--- src/rtl/uart_rx_frame.sv ---
`default_nettype none
// ============================================================================
// Module   : uart_rx_frame
// Brief    : Parametrised UART receiver with 2-flop synchroniser, 3-sample
//            majority voting, parity/framing/overrun/break status, a
//            valid/ready holding register and inter-frame idle detection.
// Revision : 1.0 - initial release
// ============================================================================
module uart_rx_frame #(
    parameter int CLK_FREQ_HZ = 80_000_000,
    parameter int BAUDRATE    = 187_500,
    parameter int DATA_BITS   = 8,
    parameter int PARITY      = 0,
    parameter int STOP_BITS   = 1,
    parameter int IDLE_BITS   = 39
) (
    input  logic                 clk,
    input  logic                 reset,
    input  logic                 rx,
    output logic [DATA_BITS-1:0] data,
    output logic                 data_valid,
    input  logic                 data_ready,
    output logic                 parity_err,
    output logic                 frame_err,
    output logic                 break_det,
    output logic                 overrun,
    output logic                 frame_end,
    output logic                 busy
);

    localparam int C_CPB  = CLK_FREQ_HZ / BAUDRATE;
    localparam int C_HALF = C_CPB / 2;
    localparam int C_CW   = ($clog2(C_CPB) > 16) ? $clog2(C_CPB) : 16;

    localparam logic [C_CW-1:0] C_S0        = C_CW'(C_HALF - 1);
    localparam logic [C_CW-1:0] C_S1        = C_CW'(C_HALF);
    localparam logic [C_CW-1:0] C_S2        = C_CW'(C_HALF + 1);
    localparam logic [C_CW-1:0] C_LAST      = C_CW'(C_CPB - 1);
    localparam logic [15:0]     C_IDLE_LAST = 16'(IDLE_BITS - 1);
    localparam logic [3:0]      C_BIT_LAST  = 4'(DATA_BITS - 1);
    localparam logic [3:0]      C_STOP_LAST = 4'(STOP_BITS - 1);

    typedef enum logic [2:0] {
        S_IDLE   = 3'd0,
        S_START  = 3'd1,
        S_DATA   = 3'd2,
        S_PARITY = 3'd3,
        S_STOP   = 3'd4
    } state_t;

    state_t                 r_state;
    logic                   r_sync1;
    logic                   r_rxs;
    logic                   r_rxs_prev;
    logic [C_CW-1:0]        r_cnt;
    logic [3:0]             r_bit;
    logic                   r_s0;
    logic                   r_s1;
    logic [DATA_BITS-1:0]   r_shift;
    logic                   r_perr_acc;
    logic                   r_ferr_acc;
    logic                   r_idle_armed;
    logic [C_CW-1:0]        r_idle_cyc;
    logic [15:0]            r_idle_bits;

    logic w_start_edge;
    logic w_vote;
    logic w_ferr_final;

    assign w_start_edge = r_rxs_prev & ~r_rxs;
    assign w_vote       = (r_s0 & r_s1) | (r_s0 & r_rxs) | (r_s1 & r_rxs);
    assign w_ferr_final = r_ferr_acc | ~w_vote;

    // Bring the asynchronous line into the clock domain and keep one
    // delayed copy for falling-edge detection.
    always_ff @(posedge clk) begin
        if (reset) begin
            r_sync1    <= 1'b1;
            r_rxs      <= 1'b1;
            r_rxs_prev <= 1'b1;
        end else begin
            r_sync1    <= rx;
            r_rxs      <= r_sync1;
            r_rxs_prev <= r_rxs;
        end
    end

    // Receive FSM, bit timing, holding register, handshake and idle timer.
    always_ff @(posedge clk) begin
        if (reset) begin
            r_state      <= S_IDLE;
            r_cnt        <= '0;
            r_bit        <= '0;
            r_s0         <= 1'b1;
            r_s1         <= 1'b1;
            r_shift      <= '0;
            r_perr_acc   <= 1'b0;
            r_ferr_acc   <= 1'b0;
            r_idle_armed <= 1'b0;
            r_idle_cyc   <= '0;
            r_idle_bits  <= '0;
            data         <= '0;
            data_valid   <= 1'b0;
            parity_err   <= 1'b0;
            frame_err    <= 1'b0;
            break_det    <= 1'b0;
            overrun      <= 1'b0;
            frame_end    <= 1'b0;
            busy         <= 1'b0;
        end else begin
            frame_end <= 1'b0;

            if (data_valid && data_ready) begin
                data_valid <= 1'b0;
            end

            // The two early samples are latched; the third is taken live
            // from the synchroniser at the decision count.
            if (r_state != S_IDLE) begin
                if (r_cnt == C_S0) r_s0 <= r_rxs;
                if (r_cnt == C_S1) r_s1 <= r_rxs;
                r_cnt <= (r_cnt == C_LAST) ? '0 : r_cnt + 1'b1;
            end

            case (r_state)
                S_IDLE: begin
                    if (w_start_edge) begin
                        r_state      <= S_START;
                        r_cnt        <= '0;
                        r_bit        <= '0;
                        r_perr_acc   <= 1'b0;
                        r_ferr_acc   <= 1'b0;
                        r_idle_armed <= 1'b0;
                        busy         <= 1'b1;
                    end else if (r_idle_armed) begin
                        if (r_idle_cyc == C_LAST) begin
                            r_idle_cyc <= '0;
                            if (r_idle_bits == C_IDLE_LAST) begin
                                frame_end    <= 1'b1;
                                r_idle_armed <= 1'b0;
                            end else begin
                                r_idle_bits <= r_idle_bits + 1'b1;
                            end
                        end else begin
                            r_idle_cyc <= r_idle_cyc + 1'b1;
                        end
                    end
                end

                S_START: begin
                    if (r_cnt == C_S2 && w_vote) begin
                        // Glitch shorter than half a bit: drop silently.
                        r_state <= S_IDLE;
                        r_cnt   <= '0;
                        busy    <= 1'b0;
                    end else if (r_cnt == C_LAST) begin
                        r_state <= S_DATA;
                    end
                end

                S_DATA: begin
                    if (r_cnt == C_S2) begin
                        r_shift <= {w_vote, r_shift[DATA_BITS-1:1]};
                    end
                    if (r_cnt == C_LAST) begin
                        if (r_bit == C_BIT_LAST) begin
                            r_bit   <= '0;
                            r_state <= (PARITY != 0) ? S_PARITY : S_STOP;
                        end else begin
                            r_bit <= r_bit + 1'b1;
                        end
                    end
                end

                S_PARITY: begin
                    if (r_cnt == C_S2) begin
                        r_perr_acc <= (PARITY == 1) ? (w_vote != ^r_shift)
                                                    : (w_vote == ^r_shift);
                    end
                    if (r_cnt == C_LAST) begin
                        r_state <= S_STOP;
                    end
                end

                S_STOP: begin
                    if (r_cnt == C_S2) begin
                        if (r_bit == C_STOP_LAST) begin
                            // Leave mid-stop-bit so the next start edge
                            // is never missed on back-to-back traffic.
                            r_state      <= S_IDLE;
                            r_cnt        <= '0;
                            r_bit        <= '0;
                            busy         <= 1'b0;
                            data         <= r_shift;
                            parity_err   <= r_perr_acc;
                            frame_err    <= w_ferr_final;
                            break_det    <= w_ferr_final & ~(|r_shift);
                            overrun      <= data_valid & ~data_ready;
                            data_valid   <= 1'b1;
                            r_idle_armed <= 1'b1;
                            r_idle_cyc   <= '0;
                            r_idle_bits  <= '0;
                        end else begin
                            r_ferr_acc <= w_ferr_final;
                        end
                    end
                    if (r_cnt == C_LAST) begin
                        r_bit <= r_bit + 1'b1;
                    end
                end

                default: begin
                    r_state <= S_IDLE;
                    busy    <= 1'b0;
                end
            endcase
        end
    end

endmodule
`default_nettype wire
--- config.mk ---
export PLATFORM = sky130hd
export DESIGN_NAME = uart_rx_frame
export DESIGN_NICKNAME = d
export VERILOG_FILES = /design/src/rtl/uart_rx_frame.sv
export SDC_FILE = /design/constraint.sdc
export NUM_CORES = 1
export LEC_CHECK = 0
export BUFFER_PORTS_ARGS = -buffer_cell sky130_fd_sc_hd__buf_2
export CORE_MARGIN = 10
export CORE_UTILIZATION = 40
export CTS_BUF_LIST = sky130_fd_sc_hd__clkbuf_4 sky130_fd_sc_hd__clkbuf_8
export CTS_CLUSTER_DIAMETER = 150
export CTS_CLUSTER_SIZE = 40
export DETAILED_ROUTE_END_ITERATION = 8
export MAX_ROUTING_LAYER = met4
export PLACE_DENSITY = 0.65
export SLEW_MARGIN = 40
export SYNTH_ARGS = -nofsm -noshare
export SYNTH_HDL_FRONTEND = slang
export SYNTH_SLANG_ARGS = --single-unit
--- constraint.sdc ---
create_clock -name clk -period 2.45 [get_ports clk]
set_input_delay 0.3675 -clock clk [delete_from_list [all_inputs] [get_ports clk]]
set_output_delay 0.3675 -clock clk [all_outputs]
set_load 0.02 [all_outputs]
==> results.md <==
| Group | Item | Value |
|---|---|---|
| run status | Result of the run | complete, no violations |
| pwr | Internal Power | 2.023 mW |
| floorplan | Total number of placement rows | 37 |
| worst setup path | Worst endpoint required time | 2.70 ns |
| routing | Number of antenna-violating nets in the routed design | 0 |
| sta | Period utilisation layout | 96.00% |
| worst setup path | Crit path launch type | flop |
| cells and area | Final net count | 590 |
| pwr | Fraction of power spent switching nets | 21.44% |
| synth | Number of register bits inferred by synthesis | 86 |
| worst setup path | Crit-path cells | or4b_1 -> or4_4 -> a21o_4 -> buf_6 -> nor4_4 -> xnor2_1 -> nor2_1 |
| global routing | Initial antenna violation count | 0 |
| cells and area | Share of layout cells above drive strength 1 | 16.17% |
| synth | Mean Syn Cell Area | 8.176 um2 |
| sta | Slew Viols, Final | 0 |
| cells and area | Core utilization of the finished layout | 48.85% |
| clock network | Cell at the root of the clock tree | clkbuf_8 |
| routing | Vias per cell | 5.287 |
| cells and area | Number of inserted diodes | 0 |
| hold path | HP Class | input pin to flop |
| routing | Mean routed wirelength per cell | 13.50 um |
| sta | RSZ-0062 raised after global routing | yes |
| pwr | Power density of the placed cells | 506.0 nW/um2 |
| pwr | Leakage | 1.894 nW |
| routing | Total routed wirelength | 9599 um |
| synth | Mapped cell area | 4300 um2 |
| global routing | All-Layer GR Usage | 13.74% |
| clock network | H-tree lvl count | 3 |
| placement | Placed wire-length estimate after detailed placement | 7076 um |
| synth | Xor and xnor fraction of the mapped netlist area | 8.961% |
| floorplan | Die Height | 123.7 um |
| floorplan | Floorplan die area | 15300 um2 |
| floorplan | Width of the die | 123.7 um |
| synth | Combinational family with the most area after synthesis | simple AND/OR/NAND/NOR gates |
| global routing | Largest net degree at the start of global routing | 48 |
| worst setup path | Critical path's top delay family | simple AND/OR/NAND/NOR gates |
| pwr | Fraction of power consumed by sequential logic | 54.6% |
| synth | Compound-cell area share of the yosys netlist | 9.660% |
| clock network | Skew-Pair Late Insertion Delay | 0.36 ns |
| worst setup path | Slowest-stage cell, CP | or4b_1 |
| synth | Flip-flop cell with the highest count after synthesis | dfxtp_1 |
| synth | Portion of netlist area occupied by mux cells | 0.7274% |
| placement | Count of port buffers added during placement | 18 |
| pwr | Tot Pwr | 2.575 mW |
| floorplan | Effective utilization at floorplan | 41.29% |
| pwr | Max VDD drop | 0.0002239 V |
| synth | Number of enable flip-flop cells after synthesis | 0 |
| sta | Number of hold-slack violations in the final timing report | 0 |
| sta | Tightest slew margin relative to the limit | 68.29% |
| worst setup path | Critical Path AT | 2.61 ns |
| routing | Number of search-and-repair iterations in the first detailed-routing pass | 4 |
| placement | Routability congestion estimate | 0.8886 |
| job | Max-Cap Viols | 0 |
| worst setup path | Worst setup EP type | flop |
| floorplan | Std-Cell Core Area | 10420 um2 |
| worst setup path | Delay of the slowest critical-path stage | 0.54 ns |
| cells and area | Area delta synth->final | 18.33% |
| sta | Clk_skew | 0.009958 ns |
| synth | Seq/Total Area, Yosys | 40.03% |
| pwr | Proportion of power drawn by combinational gates | 3.2% |
| clock network | Clock transition at path regs | 0.08 ns |
| clock network | Total clock buffers created by CTS | 9 |
| clock network | Deepest clock path buffer count | 2 |
| clock network | TritonCTS clock tree | done |
| routing | Vias after detailed routing | 3759 |
| sta | Maximum achievable frequency | 425.2 MHz |
| worst setup path | WP buf/inv | 1 |
| pwr | Share of total power in the clock network | 42.2% |
| synth | Synthesized-area fraction occupied by adder cells | 4.306% |
| routing | DRC violation total after the first TritonRoute iteration | 213 |
| synth | Synth Warn # | 0 |
| global routing | Total global routing overflow | 0 |
| global routing | Via count of the first global-routing pass | 3581 |
| worst setup path | Crit Path Max Fanout | 8 |
| worst setup path | Critical path class | flop to flop |
| synth | Simple-gate share of the synthesized area | 32.38% |
| pwr | Switching power total | 552.1 uW |
| synth | Async set-or-reset flop fraction in the synthesized netlist | 0% |
| floorplan | Top-Level Pins | 19 |
| sta | Min Clock Period, post-route | 2.352 ns |
| routing | # DRC | 0 |
| synth | Cell variety after synth | 59 |
| synth | Cells after synthesis | 526 |
| synth | Syn nets | 544 |
| global routing | First-pass GRT wire length | 16750 um |
| sta | Transition time of the tightest slew-check pin | 0.4756 ns |
| clock network | Clock sink count | 86 |
| sta | Final setup violation count | 0 |
-- stage by stage --
stage / worst slack (ns) / hold slack [ns] / TNS [ns] / std cells / instance area [um2]
detailed placement: 0.02201 / 0.3987 / 0 / 696 / 4830
global route: -0.01955 / 0.1766 / -0.02551 / 711 / 5089
finish: 0.09797 / 0.1887 / 0 / 711 / 5089
CTS: 0.01590 / 0.1737 / 0 / 710 / 5040
floorplan: 0.03542 / 0.3895 / 0 / 526 / 4375
global placement: 0.07445 / 0.3967 / 0 / 696 / 4830
-- per-layer routing --
layer / part of all wire, % / GRT usage [%] / vias up
li1: - / - / 1921
met1: 48 / 17.49 / 1780
met2: 46 / 20.73 / 44
met3: 3.9 / 2.805 / 14
met4: 2.1 / 5.895 / 0
met5: 0 / - / -
-- cells in the mapped netlist, types with 5 or more instances --
cell type  number  area share (%)
or3_1           8             1.2
o21ai_0         5            0.58
nand2_1        51             4.5
inv_1          20             1.7
and4_1          6             1.2
nand3_1        21             2.4
a21oi_1        36             4.2
nor4_1         10             1.5
dfxtp_1        86              40
clkbuf_1       17             1.5
nand2b_1        5            0.73
nand4_1        13             1.9
xnor2_1        32             6.5
nor3_1         22             2.6
nor2_1         81             7.1
nor4_2          7             2.0
ha_1           14             4.1
and3_1          9             1.3
nor3b_1         5            0.87
xor2_1         12             2.4
-- registers in the layout, summed over array words and instances (netlist names), 3 cells and up --
| name | cells |
|---|---|
| r_state | 3 |
| r_idle_bits | 16 |
| r_shift | 8 |
| r_cnt | 16 |
| r_bit | 4 |
| r_idle_cyc | 16 |
| data | 8 |
-- cells by family (layout without fill, tap and decap cells) --
kind of cell / after synthesis / after routing
XOR/XNOR: 44 / 44
multiplexers: 3 / 3
AND/OR/NAND/NOR: 267 / 267
AO/OA/AOI/OAI: 69 / 69
flip-flops: 86 / 86
adder cells (fa/ha/maj): 15 / 15
buffers and inverters: 42 / 91
-- placed cells by master (no fill, tap or decap), drive strengths merged, types with 3 or more instances in the layout --
cell / netlist / routed
nand2: 51 / 51
nor3b: 5 / 5
buf: 5 / 57
clkbuf: 17 / 10
a31oi: 4 / 4
and3: 9 / 9
nor4: 17 / 17
nand3: 21 / 21
or2: 6 / 6
nand2b: 5 / 5
nand4: 13 / 13
o21ai: 8 / 8
ha: 14 / 14
xnor2: 32 / 32
nor3: 22 / 22
xor2: 12 / 12
and2: 4 / 4
nor2b: 4 / 4
or3: 8 / 8
nor4b: 3 / 3
inv: 20 / 20
and4: 6 / 6
a21oi: 37 / 37
nor2: 82 / 82
dfxtp: 86 / 86
-- power groups by stage --
| stage | clock network, mW | registers (mW) | logic, mW |
|---|---|---|---|
| final | 1.09 | 1.41 | 0.0833 |
| after global routing | 1.17 | 1.41 | 0.0933 |
| after CTS | 1.11 | 1.41 | 0.0834 |
| after detailed placement | 0 | 1.44 | 0.0829 |
| after global placement | 0 | 1.44 | 0.0828 |
| after floorplan | 0 | 1.44 | 0.0489 |
-- cell type report --
class | instances | area (um2)
multi-input combinational | 398 | 2507
fill | 997 | 5328
inverter | 20 | 75.07
clock inverter | 4 | 72.57
timing repair buffer | 57 | 402.9
tap | 136 | 170.2
sequential | 86 | 1723
clock buffer | 10 | 137.6
-- path summary, 6_finish.rpt --
path	start	endpoint	slack [ns]	depth (start not counted)
worst min-delay path	rx	r_sync1	0.19	2
worst max-delay path	r_cnt[5]	r_idle_bits[11]	0.1	7
worst max register to register	r_cnt[5]	r_idle_bits[11]	0.1	7
worst min register to register	r_sync1	r_rxs	0.42	1
-- repair_timing --
action	4_1_cts	5_1_grt
setup endpoints to repair	0	34
resized for setup	0	8
buffers inserted	0	1
hold buffers	0	0
Power figures use the tool's default switching activity.
